### src/rtl/uart_xcvr.sv
// uart_xcvr: full-duplex UART transceiver with shared baud tick; parity bit enabled by defining UART_PARITY_EN
module uart_xcvr #(
  parameter int CLK_HZ     = 100_000_000,
  parameter int BAUD       = 115200,
  parameter int DATA_BITS  = 8,
  parameter int STOP_BITS  = 1,
  parameter int OVERSAMPLE = 16,
  parameter bit PARITY_ODD = 1'b0
) (
  input  logic                 clk,
  input  logic                 rst,
  input  logic [DATA_BITS-1:0] tx_data,
  input  logic                 tx_valid,
  output logic                 tx_ready,
  output logic                 tx,
  input  logic                 rx,
  output logic [DATA_BITS-1:0] rx_data,
  output logic                 rx_valid,
  output logic                 rx_frame_err,
  output logic                 rx_parity_err,
  output logic                 rx_busy
);
  localparam int DIV = CLK_HZ / (BAUD * OVERSAMPLE);
  localparam int DW  = DIV > 1 ? $clog2(DIV) : 1;
  localparam int OW  = $clog2(OVERSAMPLE);
  localparam int BW  = $clog2(DATA_BITS + 1);

  typedef enum logic [2:0] {T_IDLE, T_ARM, T_START, T_DATA, T_PAR, T_STOP} tx_st_t;
  typedef enum logic [2:0] {R_IDLE, R_START, R_DATA, R_PAR, R_STOP, R_WAIT} rx_st_t;

  logic [DW-1:0] div_q, div_d;
  logic          tick;

  tx_st_t               ts_q, ts_d;
  logic [OW-1:0]        ttc_q, ttc_d;
  logic [BW-1:0]        tbc_q, tbc_d;
  logic [DATA_BITS-1:0] tsh_q, tsh_d;
  logic                 tbit_end;

  rx_st_t               rs_q, rs_d;
  logic [1:0]           sy_q, sy_d;
  logic                 rxs;
  logic [OW-1:0]        rtc_q, rtc_d;
  logic [BW-1:0]        rbc_q, rbc_d;
  logic [DATA_BITS-1:0] rsh_q, rsh_d;
  logic [DATA_BITS-1:0] rdata_q, rdata_d;
  logic                 rvalid_q, rvalid_d;
  logic                 rferr_q, rferr_d;
  logic                 rsample;
`ifdef UART_PARITY_EN
  logic                 tpar_q, tpar_d;
  logic                 rpar_q, rpar_d;
  logic                 rperr_q, rperr_d;
`else
  logic                 unused_par;
  assign unused_par = PARITY_ODD;
`endif

  // Free-running divider: one-clk tick every DIV clocks, shared by both directions
  always_comb begin
    tick = div_q == DW'(DIV - 1);
    div_d = tick ? '0 : div_q + 1'b1;
  end

  // Divider register
  always_ff @(posedge clk) begin
    if (rst) div_q <= '0;
    else div_q <= div_d;
  end

  // TX state and datapath registers
  always_ff @(posedge clk) begin
    if (rst) begin
      ts_q  <= T_IDLE;
      ttc_q <= '0;
      tbc_q <= '0;
      tsh_q <= '0;
`ifdef UART_PARITY_EN
      tpar_q <= 1'b0;
`endif
    end else begin
      ts_q  <= ts_d;
      ttc_q <= ttc_d;
      tbc_q <= tbc_d;
      tsh_q <= tsh_d;
`ifdef UART_PARITY_EN
      tpar_q <= tpar_d;
`endif
    end
  end

  // TX next state: ARM waits for the next tick so every bit spans exactly OVERSAMPLE ticks
  always_comb begin
    ts_d = ts_q;
    ttc_d = ttc_q;
    tbc_d = tbc_q;
    tsh_d = tsh_q;
`ifdef UART_PARITY_EN
    tpar_d = tpar_q;
`endif
    tbit_end = tick && ttc_q == OW'(OVERSAMPLE - 1);
    if (ts_q != T_IDLE && ts_q != T_ARM && tick) ttc_d = tbit_end ? '0 : ttc_q + 1'b1;
    case (ts_q)
      T_IDLE: if (tx_valid) begin
        ts_d = T_ARM;
        tsh_d = tx_data;
`ifdef UART_PARITY_EN
        tpar_d = ^tx_data ^ PARITY_ODD;
`endif
      end
      T_ARM: if (tick) begin
        ts_d = T_START;
        ttc_d = '0;
      end
      T_START: if (tbit_end) begin
        ts_d = T_DATA;
        tbc_d = '0;
      end
      T_DATA: if (tbit_end) begin
        tsh_d = tsh_q >> 1;
        tbc_d = tbc_q + 1'b1;
        if (tbc_q == BW'(DATA_BITS - 1)) begin
          tbc_d = '0;
`ifdef UART_PARITY_EN
          ts_d = T_PAR;
`else
          ts_d = T_STOP;
`endif
        end
      end
      T_PAR: if (tbit_end) ts_d = T_STOP;
      T_STOP: if (tbit_end) begin
        tbc_d = tbc_q + 1'b1;
        if (tbc_q == BW'(STOP_BITS - 1)) ts_d = T_IDLE;
      end
      default: ts_d = T_IDLE;
    endcase
  end

  // TX outputs decoded from state
  always_comb begin
    tx_ready = ts_q == T_IDLE;
    tx = ts_q == T_START ? 1'b0 : ts_q == T_DATA ? tsh_q[0] : 1'b1;
`ifdef UART_PARITY_EN
    if (ts_q == T_PAR) tx = tpar_q;
`endif
  end

  // RX synchroniser, state and datapath registers
  always_ff @(posedge clk) begin
    if (rst) begin
      sy_q     <= 2'b11;
      rs_q     <= R_IDLE;
      rtc_q    <= '0;
      rbc_q    <= '0;
      rsh_q    <= '0;
      rdata_q  <= '0;
      rvalid_q <= 1'b0;
      rferr_q  <= 1'b0;
`ifdef UART_PARITY_EN
      rpar_q  <= 1'b0;
      rperr_q <= 1'b0;
`endif
    end else begin
      sy_q     <= sy_d;
      rs_q     <= rs_d;
      rtc_q    <= rtc_d;
      rbc_q    <= rbc_d;
      rsh_q    <= rsh_d;
      rdata_q  <= rdata_d;
      rvalid_q <= rvalid_d;
      rferr_q  <= rferr_d;
`ifdef UART_PARITY_EN
      rpar_q  <= rpar_d;
      rperr_q <= rperr_d;
`endif
    end
  end

  // RX next state: half-bit wait in START centres every later sample mid-bit
  always_comb begin
    sy_d = {sy_q[0], rx};
    rxs = sy_q[1];
    rs_d = rs_q;
    rtc_d = rtc_q;
    rbc_d = rbc_q;
    rsh_d = rsh_q;
    rdata_d = rdata_q;
    rvalid_d = 1'b0;
    rferr_d = rferr_q;
`ifdef UART_PARITY_EN
    rpar_d = rpar_q;
    rperr_d = rperr_q;
`endif
    rsample = tick && rtc_q == (rs_q == R_START ? OW'(OVERSAMPLE / 2 - 1) : OW'(OVERSAMPLE - 1));
    if (tick) rtc_d = rsample ? '0 : rtc_q + 1'b1;
    case (rs_q)
      R_IDLE: begin
        rtc_d = '0;
        if (tick && !rxs) rs_d = R_START;
      end
      R_START: if (rsample) begin
        rs_d = rxs ? R_IDLE : R_DATA;
        rbc_d = '0;
      end
      R_DATA: if (rsample) begin
        rsh_d = {rxs, rsh_q[DATA_BITS-1:1]};
        rbc_d = rbc_q + 1'b1;
`ifdef UART_PARITY_EN
        if (rbc_q == BW'(DATA_BITS - 1)) rs_d = R_PAR;
`else
        if (rbc_q == BW'(DATA_BITS - 1)) rs_d = R_STOP;
`endif
      end
      R_PAR: if (rsample) begin
`ifdef UART_PARITY_EN
        rpar_d = rxs;
`endif
        rs_d = R_STOP;
      end
      R_STOP: if (rsample) begin
        rdata_d = rsh_q;
        rvalid_d = 1'b1;
        rferr_d = !rxs;
`ifdef UART_PARITY_EN
        rperr_d = (^rsh_q ^ PARITY_ODD) != rpar_q;
`endif
        rs_d = rxs ? R_IDLE : R_WAIT;
      end
      R_WAIT: if (rxs) rs_d = R_IDLE;
      default: rs_d = R_IDLE;
    endcase
  end

  // RX outputs driven from registers
  always_comb begin
    rx_busy = rs_q != R_IDLE;
    rx_data = rdata_q;
    rx_valid = rvalid_q;
    rx_frame_err = rferr_q;
`ifdef UART_PARITY_EN
    rx_parity_err = rperr_q;
`else
    rx_parity_err = 1'b0;
`endif
  end
endmodule
### config.mk
export PLATFORM = sky130hd
export DESIGN_NAME = uart_xcvr
export DESIGN_NICKNAME = d
export VERILOG_FILES = /design/src/rtl/uart_xcvr.sv
export SDC_FILE = /design/constraint.sdc
export NUM_CORES = 1
export LEC_CHECK = 0
export BUFFER_PORTS_ARGS = -buffer_cell sky130_fd_sc_hd__buf_4
export CAP_MARGIN = 20
export CORE_ASPECT_RATIO = 0.5
export CORE_MARGIN = 2
export CORE_UTILIZATION = 59
export CTS_BUF_LIST = sky130_fd_sc_hd__clkbuf_16
export CTS_CLUSTER_DIAMETER = 80
export DETAILED_ROUTE_END_ITERATION = 10
export GPL_TIMING_DRIVEN = 0
export PLACE_DENSITY = 0.79
export SYNTH_ARGS = -nofsm -noshare
export SYNTH_HDL_FRONTEND = slang
export SYNTH_SLANG_ARGS = --single-unit
### constraint.sdc
create_clock -name clk -period 2.3 [get_ports clk]
set_clock_uncertainty 0.1 [all_clocks]
set_input_delay 0.46 -clock clk [delete_from_list [all_inputs] [get_ports clk]]
set_output_delay 0.46 -clock clk [all_outputs]
set_load 0.05 [all_outputs]
== Word level (Yosys, flattened, before mapping) ==
Index checks and enable logic that the tools add are counted.

* Reduce and logical (&&, ||, !) cells: 24
* Equality and inequality tests: 31
* Bitwise operators: 1
* Add/sub/neg operators: 5
* Mux-type cells: 39

{| class="wikitable"
|+ Operator list
! kind !! number
|-
| 3-bit 2-to-1 mux || 16
|-
| 4-bit 2-to-1 mux || 12
|-
| 3-bit case mux with 6 select lines || 2
|-
| 2-bit != test, second input constant || 15
|-
| 4-bit by 1-bit adder with 4-bit output, second input constant || 4
|-
| 8-bit 2-to-1 mux || 2
|-
| 8-bit case mux with 2 select lines || 1
|-
| 3-bit by 2-bit == test with 1-bit output, second input constant || 4
|-
| 3-bit == test, second input constant || 4
|-
| 4-bit case mux with 3 select lines || 1
|-
| 3-bit nonzero test || 3
|-
| 4-bit by 3-bit == test with 1-bit output, second input constant || 2
|-
| 4-bit case mux with 2 select lines || 1
|-
| 8-bit AND reduction || 1
|-
| 7-bit AND reduction || 1
|-
| 6-bit by 1-bit adder with 6-bit output, second input constant || 1
|-
| 3-bit by 1-bit == test with 1-bit output, second input constant || 2
|-
| 6-bit == test, second input constant || 1
|-
| 3-bit logical NOT || 2
|-
| 3-bit AND reduction || 2
|-
| 2-bit OR reduction || 3
|-
| 1-bit logical AND || 5
|-
| 4-bit == test || 1
|-
| 4-bit == test, second input constant || 1
|-
| 9 further kinds || 13
|}

* Bits in registers: 56

== Logic depth before layout (Yosys ltp) ==
* Word-level depth: 6
* Depth in mapped cells: 8
* Mapped depth without buffers: 6

== Least setup slack after synthesis ==
No wires, ideal clock.

* Path type: register to register
* Start point: register div_q[0]
* End point: register rdata_q[0], in the netlist rx_data[0]
* Stages on the path, launching flop included: 7
* Period minus slack after synthesis: 1.792 ns
* Path slack: 0.508 ns
* Path buffers: 1
* Data arrival time: 1.565 ns
* Required time: 2.072 ns
* Cells stage by stage: dfxtp_1 -> ha_1 -> nand4_1 -> nor4_1 -> buf_2 -> mux2i_1 -> nor2_1

* Cells in the longest elaborated chain, start to end: 3

{| class="wikitable"
|+ RTL lines
! what !! line !! source
|-
| start: declaration || 31 || <nowiki>logic [DW-1:0] div_q, div_d;</nowiki>
|-
| start signal: assignment || 68 || <nowiki>else div_q <= div_d;</nowiki>
|-
| 6-bit == test || 61 || <nowiki>tick = div_q == DW'(DIV - 1);</nowiki>
|-
| 1-bit logical AND || 195 || <nowiki>rsample = tick && rtc_q == (rs_q == R_START ? OW'(OVERSAMPLE / 2 - 1) : OW'(OVERSAMPLE - 1));</nowiki>
|-
| 2-bit AND reduction (no line) || n/a ||
|-
| end signal: assignment || 170 || <nowiki>rdata_q <= rdata_d;</nowiki>
|-
| end: declaration || 46 || <nowiki>logic [DATA_BITS-1:0] rdata_q, rdata_d;</nowiki>
|}

Every way passes these cells.
A chain may end at the register's enable or synchronous reset.

== Worst setup path in the final report ==
* Start point: register rs_q[1]
* End point: output port rx_busy

* Cells in the longest elaborated chain, start to end: 1

{| class="wikitable"
|+ RTL lines
! what !! line !! source
|-
| start: declaration || 40 || <nowiki>rx_st_t rs_q, rs_d;</nowiki>
|-
| start signal: assignment || 166 || <nowiki>rs_q <= rs_d;</nowiki>
|-
| 3-bit nonzero test || 237 || <nowiki>rx_busy = rs_q != R_IDLE;</nowiki>
|-
| end: declaration || 21 || <nowiki>output logic rx_busy</nowiki>
|}

Every way passes these cells.

==> results.txt <==
----------------------------------------------------
[Layout]
  Final cell utilization of the core ... slightly above 70%
  Number of filler instances in the final layout ... roughly 360
  Antenna cell count ... 0
  Commonest non-fill, non-tap cells in the layout ... sky130_fd_sc_hd__dfxtp_1 (56), sky130_fd_sc_hd__buf_4 (29), sky130_fd_sc_hd__nor2_1 (26), sky130_fd_sc_hd__mux2i_1 (25), sky130_fd_sc_hd__o21ai_0 (22)
  Footprint of the multi-input gates ... between 1500 and 2000 µm²
  Signed area change from the synthesized netlist to the final layout ... 15.2%
  Total number of nets in the final design ... roughly 380
  Register area ... between 1000 and 1500 µm²
  Commonest non-fill, non-tap cell in the layout ... sky130_fd_sc_hd__dfxtp_1
  Ratio of cells with drive above 1 in the final layout ... 14.3%

[Synthesis]
  Yosys reg bits ... 56
  Most used flip-flop cell after synthesis ... sky130_fd_sc_hd__dfxtp_1
  Async set or reset register ratio after synthesis ... 0%
  Register area share after synthesis ... 39.5%
  Largest cells by area after synthesis ... sky130_fd_sc_hd__dfxtp_1 (39%), sky130_fd_sc_hd__mux2i_1 (8.8%), sky130_fd_sc_hd__o21ai_0 (3.9%)
  Mapped cell area ... roughly 2800 µm²
  Synthesized instance count ... 322
  Synthesis warning total ... 0
  Average footprint of a synthesized cell ... 8.82 µm²
  Portion of synthesized cell area occupied by the leading cell type ... 39.5%
  EDFF count, synth ... 0
  Library cells used by synthesis ... 52
  Cell taking the most area after synthesis ... sky130_fd_sc_hd__dfxtp_1
  Net count of the mapped netlist ... approximately 340

[CTS]
  Count of cells resized by post-cts repair ... 0
  Number of hold buffers added after CTS ... 0
  Number of CTS-inserted buffers ... 5
  Number of clock sinks seen by CTS ... 56
  Deepest level of the CTS H-tree ... 2
  TritonCTS clock tree ... built
  CTS Root Buffer Type ... sky130_fd_sc_hd__clkbuf_16
  Max clock buf depth ... 2
  Number of post-CTS setup repair buffers ... 0
  Reg clk slew, reported paths ... ~0.070 ns
  Worst-skew pair later-pin latency ... between 0.2 and 0.3 ns

[STA]
  Actual transition at the worst max-transition pin ... 0.571 ns
  Tcrit/Tclk final ... about nine tenths
  Worst-case hold slack ... around 0.25 ns
  Final slew viol count ... 0
  Smallest setup slack after layout ... between 0.15 and 0.2 ns
  Relative slew margins ... 62.0%
  Final hold violation count ... 0
  Achievable clock frequency ... ~470 MHz
  Setup TNS ... 0 ns
  Final setup vio count ... 0
  Unrepaired setup endpoints after global routing ... no
  Clock period minus worst slack ... around 2.1 ns

[Worst setup path]
  Setup slack, reg-to-reg ... ~0.25 ns
  FF-to-FF Start ... div_q[3]$_SDFF_PP0_
  Worst Setup End Kind ... output pin
  Setup CP Type ... reg -> out
  Data required time of the worst path ... 1.74 ns
  Register-to-Register Path Depth ... 5
  Critical path's slowest cell ... sky130_fd_sc_hd__or3_1
  Critical path data arrival time ... between 1.5 and 2 ns
  Critical Path, Cell by Cell ... clkbuf_1 -> or3_1 -> buf_4
  Critical path startpoint category ... flop
  CP max FO ... 10
  Endpoint of the worst register-to-register path ... rbc_q[3]$_SDFFE_PP0P_
  Delay of the slowest cell on the worst path ... between 0.4 and 0.5 ns

[Detailed routing]
  First-pass detailed-route iteration total ... 4
  Via-to-Cell Ratio ... between 5 and 6
  Average detailed-routed wire length per instance ... between 10 and 15 µm
  Wire length after detailed routing ... about 6300 µm
  Via Count ... between 2000 and 3000
  DRC violations left ... 0
  Detailed router's first-iteration violation count ... approximately 160
  Post-detailed-route count of antenna-violating nets ... 0

[Floorplanning]
  Initial core utilization ... approximately 63%
  Die height ... around 53 µm
  Die Area ... roughly 5400 µm²
  Area of the core ... approximately 4500 µm²
  Core Rows ... 17
  I/O pin count ... 26
  Horiz. Die Dim ... between 100 and 150 µm

[Global routing]
  Largest net degree at the start of global routing ... 18
  GRT Residual Overflow ... 0
  Overall Global Routing Usage ... 24.9%
  Via count of the first global-routing pass ... 2290
  Number of antenna violations at the first check in global routing ... 0
  Wire length of the first global-routing pass ... around 10000 µm

[Run status]
  Outcome ... finished clean

[Placed design]
  Global placer's final weighted congestion ... between 0.8 and 0.9
  Detailed placement HPWL ... ~4400 µm
  Placement-stage worst setup slack ... approximately 0.17 ns
  Number of buffers inserted by port buffering ... 24

[Job]
  Number of max-cap violations ... 0

[Hold path]
  Startpoint of the tightest hold check path ... rx
  Worst-case hold path end point ... sy_q[0]$_SDFF_PP1_
  Class of the most critical hold timing path ... in -> reg
  Cell depth of the worst hold path ... 2

[Power]
  Leakage dissipation ... around 1.2 nW
  Max IR drop VDD ... slightly above 0.4 mV
  Pwr per Cell Area ... 633 nW/µm²

----------------------------------------------------
cells in the mapped netlist, drive strengths merged, types with 2 or more instances:
library cell,number
mux2i,25
xor2,2
a21oi,19
a211o,2
or3,3
o21ai,22
nand2b,5
inv,9
xnor2,5
o32ai,2
nand3b,6
o211ai,6
or2,3
a31oi,2
nor4b,4
nand4,4
clkbuf,13
o31ai,4
and3b,2
nor2,26
nand3,13
a21o,3
nand4bb,2
nor2b,7
or4,3
nor3,7
or3b,2
nand2,17
buf,10
o311a,7
o22ai,3
ha,7
nor3b,4
dfxtp,56
nor4,4
and3,2
logic make-up after synthesis:
| group | count (synthesis) | share of synthesized area [%] |
|---|---|---|
| flip-flops | 56 | 39.5 |
| XOR/XNOR | 7 | 2.16 |
| buffers and inverters | 32 | 4.85 |
| multiplexers | 25 | 8.81 |
| AND/OR/NAND/NOR | 118 | 24.2 |
| other | 1 | 0.132 |
| AO/OA/AOI/OAI | 76 | 17.3 |
| adder cells (fa/ha/maj) | 7 | 3.08 |
how the worst max path moves through the flow:
stage | from | end | cells past startpoint
after CTS | div_q[0]$_SDFF_PP0_ | rx_frame_err$_SDFFE_PP0P_ | 6
final | rs_q[1]$_SDFFE_PP0P_ | rx_busy | 3
after global routing | div_q[0]$_SDFF_PP0_ | rbc_q[3]$_SDFFE_PP0P_ | 6
after floorplan | div_q[0]$_SDFF_PP0_ | rx_data[0]$_SDFFE_PP0P_ | 6
after global placement | div_q[0]$_SDFF_PP0_ | rx_data[1]$_SDFFE_PP0P_ | 6
after detailed placement | div_q[0]$_SDFF_PP0_ | rx_frame_err$_SDFFE_PP0P_ | 6
layer usage:
| layer | GRT usage (%) | routed length (µm) | up-vias |
|---|---|---|---|
| met3 | 4.89 | 379 | 6 |
| met1 | 32.2 | 2930 | 1203 |
| li1 | - | - | 1240 |
| met4 | 8.89 | 50 | 0 |
| met5 | 0 | 0 | - |
| met2 | 42.0 | 2940 | 78 |
critical path: cells and delay by family, from the launching register on:
family        cells  cell delay, ns
buf+inv           2            0.45
simple gates      1            0.43
flops             1            0.38
final cells by class:
cell class / instances / area share (%)
well taps: 66 / 2.53
repair buffers: 27 / 6.20
plain buffers: 23 / 3.18
clock inverters: 3 / 0.612
flip-flops and latches: 56 / 34.3
multi-input cells: 234 / 48.3
clock buffers: 5 / 3.83
inverters: 9 / 1.03
power breakdown:
group          switching (mW)  total, mW  internal [mW]  leakage [nW]
registers              0.0317       1.05           1.01         0.454
clock network           0.353      0.756          0.402        0.0712
logic                   0.165      0.270          0.105         0.686
stage by stage:
stage / power, mW / std cells / cell area [µm²]
2_1_floorplan: 1.26 / 322 / 2840
3_3_place_gp: 1.33 / 412 / 3100
3_5_place_dp: 1.33 / 412 / 3100
4_1_cts: 2.08 / 420 / 3250
5_1_grt: 2.15 / 423 / 3270
6_report: 2.07 / 423 / 3270
state kept, by name (all words and copies together) (netlist names):
| register | cells |
|---|---|
| ttc_q | 4 |
| tbc_q | 4 |
| rsh_q | 8 |
| rbc_q | 4 |
| rtc_q | 4 |
| tsh_q | 8 |
| div_q | 6 |
| rx_frame_err | 1 |
| ts_q | 3 |
| rx_data | 8 |
| rx_valid | 1 |
| sy_q | 2 |
| rs_q | 3 |
Power figures use the tool's default switching activity.
